===== src/rtl/arbitro_pkg.sv =====
// Shared types and constants for the video-memory arbiter.
package arbitro_pkg;

  // Owner of the memory port for the next cycle
  typedef enum logic [1:0] {
    GNT_IDLE = 2'd0,
    GNT_VID  = 2'd1,
    GNT_WR   = 2'd2
  } gnt_e;

  localparam int ARB_ADDR_W = 17;
  localparam int ARB_DATA_W = 24;

  // One buffered write at the default port widths
  typedef struct packed {
    logic [ARB_ADDR_W-1:0] addr;
    logic [ARB_DATA_W-1:0] data;
  } wr_entry_t;

  localparam logic [15:0] STALL_MAX = 16'hFFFF;

  // Saturating increment for the stall counter
  function automatic logic [15:0] stall_inc(input logic [15:0] c);
    return (c == STALL_MAX) ? c : c + 16'd1;
  endfunction

endpackage


===== src/rtl/fifo_escrita.sv =====
// Write buffer for the arbiter: in-order FIFO of {addr, data} entries.
// Pointers wrap naturally (DEPTH is a power of two); level spans 0..DEPTH.
module fifo_escrita
  import arbitro_pkg::*;
#(
  parameter int DEPTH  = 4,
  parameter int ADDR_W = 17,
  parameter int DATA_W = 24,
  localparam int PTR_W = $clog2(DEPTH),
  localparam int LVL_W = PTR_W + 1
) (
  input  logic              clk,
  input  logic              rst,
  input  logic              push,
  input  logic              pop,
  input  logic [ADDR_W-1:0] push_addr,
  input  logic [DATA_W-1:0] push_data,
  output logic [ADDR_W-1:0] head_addr,
  output logic [DATA_W-1:0] head_data,
  output logic [LVL_W-1:0]  level,
  output logic              full,
  output logic              empty
);

  logic [ADDR_W-1:0] addr_mem [DEPTH];
  logic [DATA_W-1:0] data_mem [DEPTH];
  logic [PTR_W-1:0]  wr_ptr_q, wr_ptr_d;
  logic [PTR_W-1:0]  rd_ptr_q, rd_ptr_d;
  logic [LVL_W-1:0]  level_q, level_d;
  logic              do_push, do_pop;

  assign full      = (level_q == LVL_W'(DEPTH));
  assign empty     = (level_q == '0);
  assign do_push   = push && !full && !rst;
  assign do_pop    = pop && !empty;
  assign head_addr = addr_mem[rd_ptr_q];
  assign head_data = data_mem[rd_ptr_q];
  assign level     = level_q;

  // Next-state for pointers and occupancy; push+pop leaves level unchanged
  always_comb begin
    wr_ptr_d = wr_ptr_q;
    rd_ptr_d = rd_ptr_q;
    level_d  = level_q;
    if (do_push) wr_ptr_d = wr_ptr_q + PTR_W'(1);
    if (do_pop)  rd_ptr_d = rd_ptr_q + PTR_W'(1);
    case ({do_push, do_pop})
      2'b10:   level_d = level_q + LVL_W'(1);
      2'b01:   level_d = level_q - LVL_W'(1);
      default: level_d = level_q;
    endcase
  end

  // Control state; reset flushes the buffer by clearing pointers and level
  always_ff @(posedge clk) begin
    if (rst) begin
      wr_ptr_q <= '0;
      rd_ptr_q <= '0;
      level_q  <= '0;
    end else begin
      wr_ptr_q <= wr_ptr_d;
      rd_ptr_q <= rd_ptr_d;
      level_q  <= level_d;
    end
  end

  // Entry storage, written at the tail on each accepted push
  always_ff @(posedge clk) begin
    if (do_push) begin
      addr_mem[wr_ptr_q] <= push_addr;
      data_mem[wr_ptr_q] <= push_data;
    end
  end

endmodule


===== src/rtl/arbitro_memoria_video.sv =====
// Single-port video-memory arbiter: VGA reads always win, game-logic writes
// are buffered in fifo_escrita and drained into free cycles.
// Optional macro ARB_VBLANK_WRITES_EN: restrict write drains to VBlank=1.
module arbitro_memoria_video
  import arbitro_pkg::*;
#(
  parameter int ADDR_W     = 17,
  parameter int DATA_W     = 24,
  parameter int FIFO_DEPTH = 4,
  localparam int LVL_W     = $clog2(FIFO_DEPTH) + 1
) (
  input  logic              CLOCK_25,
  input  logic              Reset,
  input  logic              VidReq,
  input  logic [ADDR_W-1:0] VidAddr,
  output logic [DATA_W-1:0] VidData,
  output logic              VidValid,
  input  logic              WrReq,
  input  logic [ADDR_W-1:0] WrAddr,
  input  logic [DATA_W-1:0] WrData,
  output logic              WrAck,
  input  logic              VBlank,
  output logic [ADDR_W-1:0] MemAddr,
  output logic [DATA_W-1:0] MemWrData,
  output logic              MemWe,
  input  logic [DATA_W-1:0] MemRdData,
  output logic [LVL_W-1:0]  FifoLevel,
  output logic [15:0]       StallCount
);

  gnt_e              gnt;
  logic              pop_window;
  logic              pop, push;
  logic              fifo_full, fifo_empty;
  logic [ADDR_W-1:0] head_addr;
  logic [DATA_W-1:0] head_data;

  logic [ADDR_W-1:0] mem_addr_q;
  logic [DATA_W-1:0] mem_wrdata_q;
  logic              mem_we_q;
  logic              vld_p1_q, vld_p2_q;
  logic              vid_valid_q;
  logic [DATA_W-1:0] vid_data_q;
  logic [15:0]       stall_q;

`ifdef ARB_VBLANK_WRITES_EN
  // Drain only during vertical blanking so visible frames never tear
  assign pop_window = VBlank;
`else
  logic unused_vblank;
  assign unused_vblank = VBlank;
  assign pop_window    = 1'b1;
`endif

  // Grant: VGA first, then the buffered write head, else idle
  always_comb begin
    gnt = GNT_IDLE;
    if (VidReq)                         gnt = GNT_VID;
    else if (!fifo_empty && pop_window) gnt = GNT_WR;
  end

  assign pop   = (gnt == GNT_WR);
  assign push  = WrReq && !fifo_full && !Reset;
  assign WrAck = push;

  fifo_escrita #(
    .DEPTH (FIFO_DEPTH),
    .ADDR_W(ADDR_W),
    .DATA_W(DATA_W)
  ) u_fifo (
    .clk      (CLOCK_25),
    .rst      (Reset),
    .push     (push),
    .pop      (pop),
    .push_addr(WrAddr),
    .push_data(WrData),
    .head_addr(head_addr),
    .head_data(head_data),
    .level    (FifoLevel),
    .full     (fifo_full),
    .empty    (fifo_empty)
  );

  // Memory port registers: the grant of cycle N drives the RAM in cycle N+1
  always_ff @(posedge CLOCK_25) begin
    if (Reset) begin
      mem_addr_q   <= '0;
      mem_wrdata_q <= '0;
      mem_we_q     <= 1'b0;
    end else begin
      case (gnt)
        GNT_VID: begin
          mem_addr_q <= VidAddr;
          mem_we_q   <= 1'b0;
        end
        GNT_WR: begin
          mem_addr_q   <= head_addr;
          mem_wrdata_q <= head_data;
          mem_we_q     <= 1'b1;
        end
        default: mem_we_q <= 1'b0;
      endcase
    end
  end

  // Read pipeline: address at p1, RAM data at p2, registered to VGA after p2
  always_ff @(posedge CLOCK_25) begin
    if (Reset) begin
      vld_p1_q    <= 1'b0;
      vld_p2_q    <= 1'b0;
      vid_valid_q <= 1'b0;
      vid_data_q  <= '0;
    end else begin
      vld_p1_q    <= (gnt == GNT_VID);
      vld_p2_q    <= vld_p1_q;
      vid_valid_q <= vld_p2_q;
      if (vld_p2_q) vid_data_q <= MemRdData;
    end
  end

  // Count cycles where buffered writes exist but none drains
  always_ff @(posedge CLOCK_25) begin
    if (Reset)                  stall_q <= '0;
    else if (!fifo_empty && !pop) stall_q <= stall_inc(stall_q);
  end

  assign MemAddr    = mem_addr_q;
  assign MemWrData  = mem_wrdata_q;
  assign MemWe      = mem_we_q;
  assign VidData    = vid_data_q;
  assign VidValid   = vid_valid_q;
  assign StallCount = stall_q;

endmodule


===== config.mk =====
export PLATFORM = sky130hd
export DESIGN_NAME = arbitro_memoria_video
export DESIGN_NICKNAME = d
export VERILOG_FILES = /design/src/rtl/arbitro_pkg.sv /design/src/rtl/fifo_escrita.sv /design/src/rtl/arbitro_memoria_video.sv
export SDC_FILE = /design/constraint.sdc
export NUM_CORES = 1
export LEC_CHECK = 0
export BUFFER_PORTS_ARGS = -buffer_cell sky130_fd_sc_hd__clkbuf_2
export CAP_MARGIN = 30
export CORE_MARGIN = 2
export CORE_UTILIZATION = 38
export CTS_CLUSTER_SIZE = 10
export DETAILED_ROUTE_END_ITERATION = 16
export GPL_TIMING_DRIVEN = 0
export HOLD_SLACK_MARGIN = 0.03
export PLACE_DENSITY = 0.59
export SLEW_MARGIN = 20
export SYNTH_ARGS = -nofsm -noshare
export SYNTH_HDL_FRONTEND = slang
export SYNTH_HIERARCHICAL = 1
export SYNTH_SLANG_ARGS = --single-unit

===== constraint.sdc =====
create_clock -name CLOCK_25 -period 3.89 [get_ports CLOCK_25]
set_clock_uncertainty 0.05 [all_clocks]
set_input_delay 1.167 -clock CLOCK_25 [delete_from_list [all_inputs] [get_ports CLOCK_25]]
set_output_delay 1.167 -clock CLOCK_25 [all_outputs]
set_load 0.1 [all_outputs]

-- Word level (Yosys, flattened, before mapping)
Memory sizes are Yosys's and may differ from the RTL's. A register that Yosys moved wholly into a read port is not among the register bits.
Index checks and enable logic that the tools add are counted.
- memories: 2
- input bits: 87
- word-level logic and storage cells: 47
- output and inout port bits: 87
- RAM bits: 164
- flip-flop bits (word level): 68
- mux-type cells: 9
- bitwise logic cells: 1
- eq/ne operators: 6
- reductions and logical operators: 14
- add/sub/neg operators: 5
- memory list (name ; words ; width ; rd ports ; clocked after Yosys merged registers in ; write ports ; RTL line ; text):
    u_fifo.data_mem ; 4 ; 24 ; 1 ; 1 ; 1 ; fifo_escrita.sv:26 ; logic [DATA_W-1:0] data_mem [DEPTH];
    u_fifo.addr_mem ; 4 ; 17 ; 1 ; 1 ; 1 ; fifo_escrita.sv:25 ; logic [ADDR_W-1:0] addr_mem [DEPTH];
- operator list (kind ; number):
    case mux 17 bit (2 select lines) ; 1
    adder 16 x 1 -> 16 bit (second input constant) ; 1
    == test 16 bit (second input constant) ; 1
    two-way mux 2 bit ; 4
    logical AND 1 bit ; 6
    case mux 3 bit (2 select lines) ; 1
    adder 2 x 1 -> 2 bit (second input constant) ; 2
    == test 2 x 1 -> 1 bit (second input constant) ; 2
    == test 2 bit (second input constant) ; 2
    logical NOT 1 bit ; 4
    nonzero test 2 bit ; 2
    adder 3 x 1 -> 3 bit (second input constant) ; 1
    == test 3 bit (second input constant) ; 1
    logical NOT 3 bit ; 1
    two-way mux 1 bit ; 3
    subtractor 3 x 1 -> 3 bit (second input constant) ; 1
    AND reduction 2 bit ; 1
    NOT 1 bit ; 1

-- Depth between registers and ports, before layout
- depth after elaboration: 8
- gate-level depth with buffers: 14
- mapped depth without buffers: 11

-- By module
Netlist, hierarchy kept.
- by module, submodules not included (module ; area an instance (sq um) ; instances ; sequential area each (sq um) ; cells an instance):
    fifo_escrita ; 6462.4 ; 1 ; 5104.9 ; 270
    arbitro_memoria_video ; 3348.2 ; 1 ; 1701.6 ; 384

-- Worst setup path after synthesis
Ideal clock, no wire load.
- path type: input port to flip-flop
- from: input port Reset
- to: memory u_fifo.addr_mem[0][0], enable pin
- path buffers: 2
- stages: 6
- arrival: 5.466 ns
- library setup time: 0.402 ns
- data required time: 3.438 ns
- slack: -2.028 ns
- cell sequence: buf_6 -> clkbuf_1 -> nor3b_1 -> inv_1 -> nor3_2 -> and2_1
- word-level cells in the longest chain between the ends: 6
- RTL lines (element ; RTL line ; text):
    from (decl) ; arbitro_memoria_video.sv:13 ; input logic Reset,
    logical NOT 1 bit ; arbitro_memoria_video.sv:63 ; assign push = WrReq && !fifo_full && !Reset;
    logical AND 1 bit ; arbitro_memoria_video.sv:63 ;
    net WrAck ; arbitro_memoria_video.sv:21 ; output logic WrAck,
    logical AND 1 bit (2 in series) ; fifo_escrita.sv:34 ; assign do_push = push && !full && !rst;
    two-way mux 1 bit ; fifo_escrita.sv:69 ; if (do_push) begin
    two-way mux 1 bit (implied by the code) ; fifo_escrita.sv:70 ; addr_mem[wr_ptr_q] <= push_addr;
    to (decl) ; fifo_escrita.sv:25 ;
The timed path passes the listed nets, and every way through them passes these cells.

-- Worst setup path in the final report
- from: input port Reset
- to: output port WrAck
- word-level cells in the longest chain between the ends: 2
- RTL lines (element ; RTL line):
    logical NOT 1 bit ; arbitro_memoria_video.sv:63
    logical AND 1 bit ; arbitro_memoria_video.sv:63
    to (decl) ; arbitro_memoria_video.sv:21
Every way passes these cells.

==> impl_results.md <==
* Outcome: finished clean
* Share of cells above drive strength 1 at 31.5%
* Yosys reg bits at 258
* H-tree Lvls at 1
* WL per Instance at 17.8 microns
* CP arrival at 2.34 ns
* Critical path type: in -> out
* CTS tree: yes
* CTS Buf Count at 30
* Worst setup path endpoint: WrAck
* Synthesis Warnings at 6
* Power Dens Cells at 496 nW/um^2
* Worst hold slack at 0.394 ns
* CP max stage delay at 0.49 ns
* Final WL at 21.5 mm
* IO Count at 174
* Post-CTS sizing at 0
* Post-DP HPWL at 14.3 mm
* Max clock buf depth at 3
* Clock-pin slew on the worst setup and hold paths at 0.05 ns
* Hold Vio Cnt, Final at 0
* Crit path launch: Reset
* Worst r2r dst: u_fifo/level[2]$_SDFFE_PP0P_
* Post-synth top cells: 164 x edfxtp_1, 94 x dfxtp_1, 67 x nor2_1, 59 x a21oi_1, 55 x nand2_1
* Non-filler cells in the finished layout at 1210
* HP Class: reg -> reg
* Largest net degree at the start of global routing at 42
* Die H at 165 microns
* Worst-skew pair later-pin latency at 0.56 ns
* Final Instance Area at 12000 sq um
* Fin. max-slew vios at 0
* CP endpoint kind: primary output
* Via density per instance at 4.99
* Async S/R FF share, synth at 0%
* Initial antenna violation count at 1
* Synth Cell Area at 9810 sq um
* Row count at 58
* Max VDD drop at 0.000356 V
* Sequential area share after synthesis at 69.4%
* Reg2Reg Setup Slack at 0.53 ns
* Dpl cell area at 11100 sq um
* Clock period minus worst slack at 3.56 ns
* Slowest cell on crit path: clkbuf_2
* Max transition margin at 48.6%
* Synth Flop Type: edfxtp_1
* Post CTS Setup Buffer Count at 0
* Worst R2R Path Depth at 13
* Via Count at 6035
* Core Area at 25300 sq um
* Syn nets at 748
* Top post-synthesis cells by area: edfxtp_1 50%, dfxtp_1 19%, mux4_2 9.2%
* Hold_sp: vld_p1_q$_SDFF_PP0_
* Die Wd at 165 microns
* GRT overflow at 0
* Final Worst Setup Slack at 0.332 ns
* Post-synth EDFFs at 164
* Pre-Repair DR Iteration Count at 4
* Worst flop-to-flop path startpoint: u_fifo/level[0]$_SDFFE_PP0P_
* Vias in the first global route at 5893
* Cell with the most instances after synthesis: edfxtp_1
* Synth-to-Final Area Change at 22.0%
* Final-report setup violation count at 0
* Syn Area/Cell at 15.0 sq um
* CP Cell Sequence: buf_6 > clkbuf_1 > nor3b_4 > clkbuf_2
* Initial DRC Count at 413
* Inst Count DP at 1155
* Synth top area share at 50.2%
* Final Util at 47.4%
* Gr usage total at 15.7%
* Fmax at 281 MHz
* Antenna Nets Post-Route at 0
* Final period utilization at 91.5%
* Post-synth top area cell: edfxtp_1
* # nets final at 950
* DR DRC count at 0
* DIE AREA at 27100 sq um
* Unrepaired setup endpoints after global routing: no
* Stages on worst setup path at 4
* Leakage power at 4.35 nW
* Req. time, crit path at 2.67 ns
* CTS sink cnt at 258
* Input/output buffers at 171
* Setup WS pre-CTS at -0.703 ns
* Worst path bufs/invs at 3
* Cell family with most CP delay: buffers and inverters
* First-pass GRT wire length at 32.5 mm
* Worst slew pin tran at 0.771 ns
* Root buffer cell: clkbuf_16
* Initial Util at 38.8%
* Startpoint Class: input port
* Mapped Cells at 654
* Max-Cap Viols at 0
* Crit path max fanout at 10
* Distinct cell type count after synthesis at 46
* Final GP Congestion at 0.739
-- final cells by class --
type | instances | area (sq um)
fill | 2282 | 13300
sequential | 258 | 6810
multi-input combinational | 348 | 2750
timing repair buffer | 171 | 856
clock buffer | 52 | 833
tap | 330 | 413
buffer | 38 | 240
clock inverter | 3 | 40.0
inverter | 9 | 33.8
antenna | 1 | 2.50
-- what timing repair did --
item	in CTS	in global routing
hold endpoints to repair	0	0
setup endpoints to repair	1	0
hold buffers	0	0
-- cells in the final DEF (no fill, tap or decap), drive strengths merged, types with 2 or more instances in the layout --
cell type	n
or2	2
nand4	7
inv	9
nor2b	3
or4	8
or3	9
clkinv	3
mux4	41
a21oi	59
clkbuf	241
and2	4
nor3b	2
mux2i	42
o21ai	10
nor3	4
buf	19
dfxtp	94
nand2b	4
xor2	3
o31ai	8
nand3	4
ha	6
nand2	55
edfxtp	164
nor4	2
nor2	67
-- how the worst min path moves through the flow --
stage | to | slack (ns) | cells after the start
6_report | vld_p2_q$_SDFF_PP0_ | 0.39 | 1
5_1_grt | vld_p2_q$_SDFF_PP0_ | 0.41 | 1
4_1_cts | vld_p2_q$_SDFF_PP0_ | 0.40 | 1
3_5_place_dp | vld_p2_q$_SDFF_PP0_ | 0.39 | 1
3_3_place_gp | vld_p2_q$_SDFF_PP0_ | 0.37 | 1
2_1_floorplan | vld_p2_q$_SDFF_PP0_ | 0.36 | 1
-- registers in the layout (all words and copies together) (netlist names), named ones only --
signal / count
MemWrData: 24
VidValid: 1
u_fifo/level: 3
u_fifo/wr_ptr_q: 2
VidData: 24
vld_p2_q: 1
vld_p1_q: 1
u_fifo/rd_ptr_q: 2
u_fifo/addr_mem: 68
MemWe: 1
u_fifo/data_mem: 96
StallCount: 16
MemAddr: 17
-- metrics by stage --
stage / power [mW] / setup TNS [ns]
2_1_floorplan: 3.38 / 0
3_3_place_gp: 3.52 / -1.24
3_5_place_dp: 3.52 / -1.20
4_1_cts: 6.02 / 0
5_1_grt: 6.16 / 0
6_report: 5.94 / 0
-- cell families (layout without fill, tap and decap cells) --
family,after synthesis,after routing,share of synthesized area (%)
AOI/OAI and AO/OA,79,79,4.32
xor gates and xnor gates,3,3,0.268
adders and majority gates,7,7,0.969
buffers and inverters,48,273,2.83
DFF,258,258,69.4
muxes,83,83,13.7
other,0,1,0
and+or+nand+nor,176,176,8.49
-- power by group --
part / switching, mW / internal [mW] / total, mW
clock network: 1.04 / 1.44 / 2.48
logic: 0.358 / 0.116 / 0.474
registers: 0.0227 / 2.96 / 2.99
-- metal layers --
layer | up-vias | global-route usage (%) | routed length [microns] | part of all wire [%]
met1 | 2947 | 20.2 | 9130 | 42
met4 | 0 | 3.99 | 476 | 2.2
met3 | 33 | 4.04 | 1720 | 8.0
li1 | 2855 | - | - | -
met2 | 200 | 26.6 | 10200 | 47
met5 | - | 0 | 0 | 0
No activity file was read; power rests on OpenSTA's default activity.
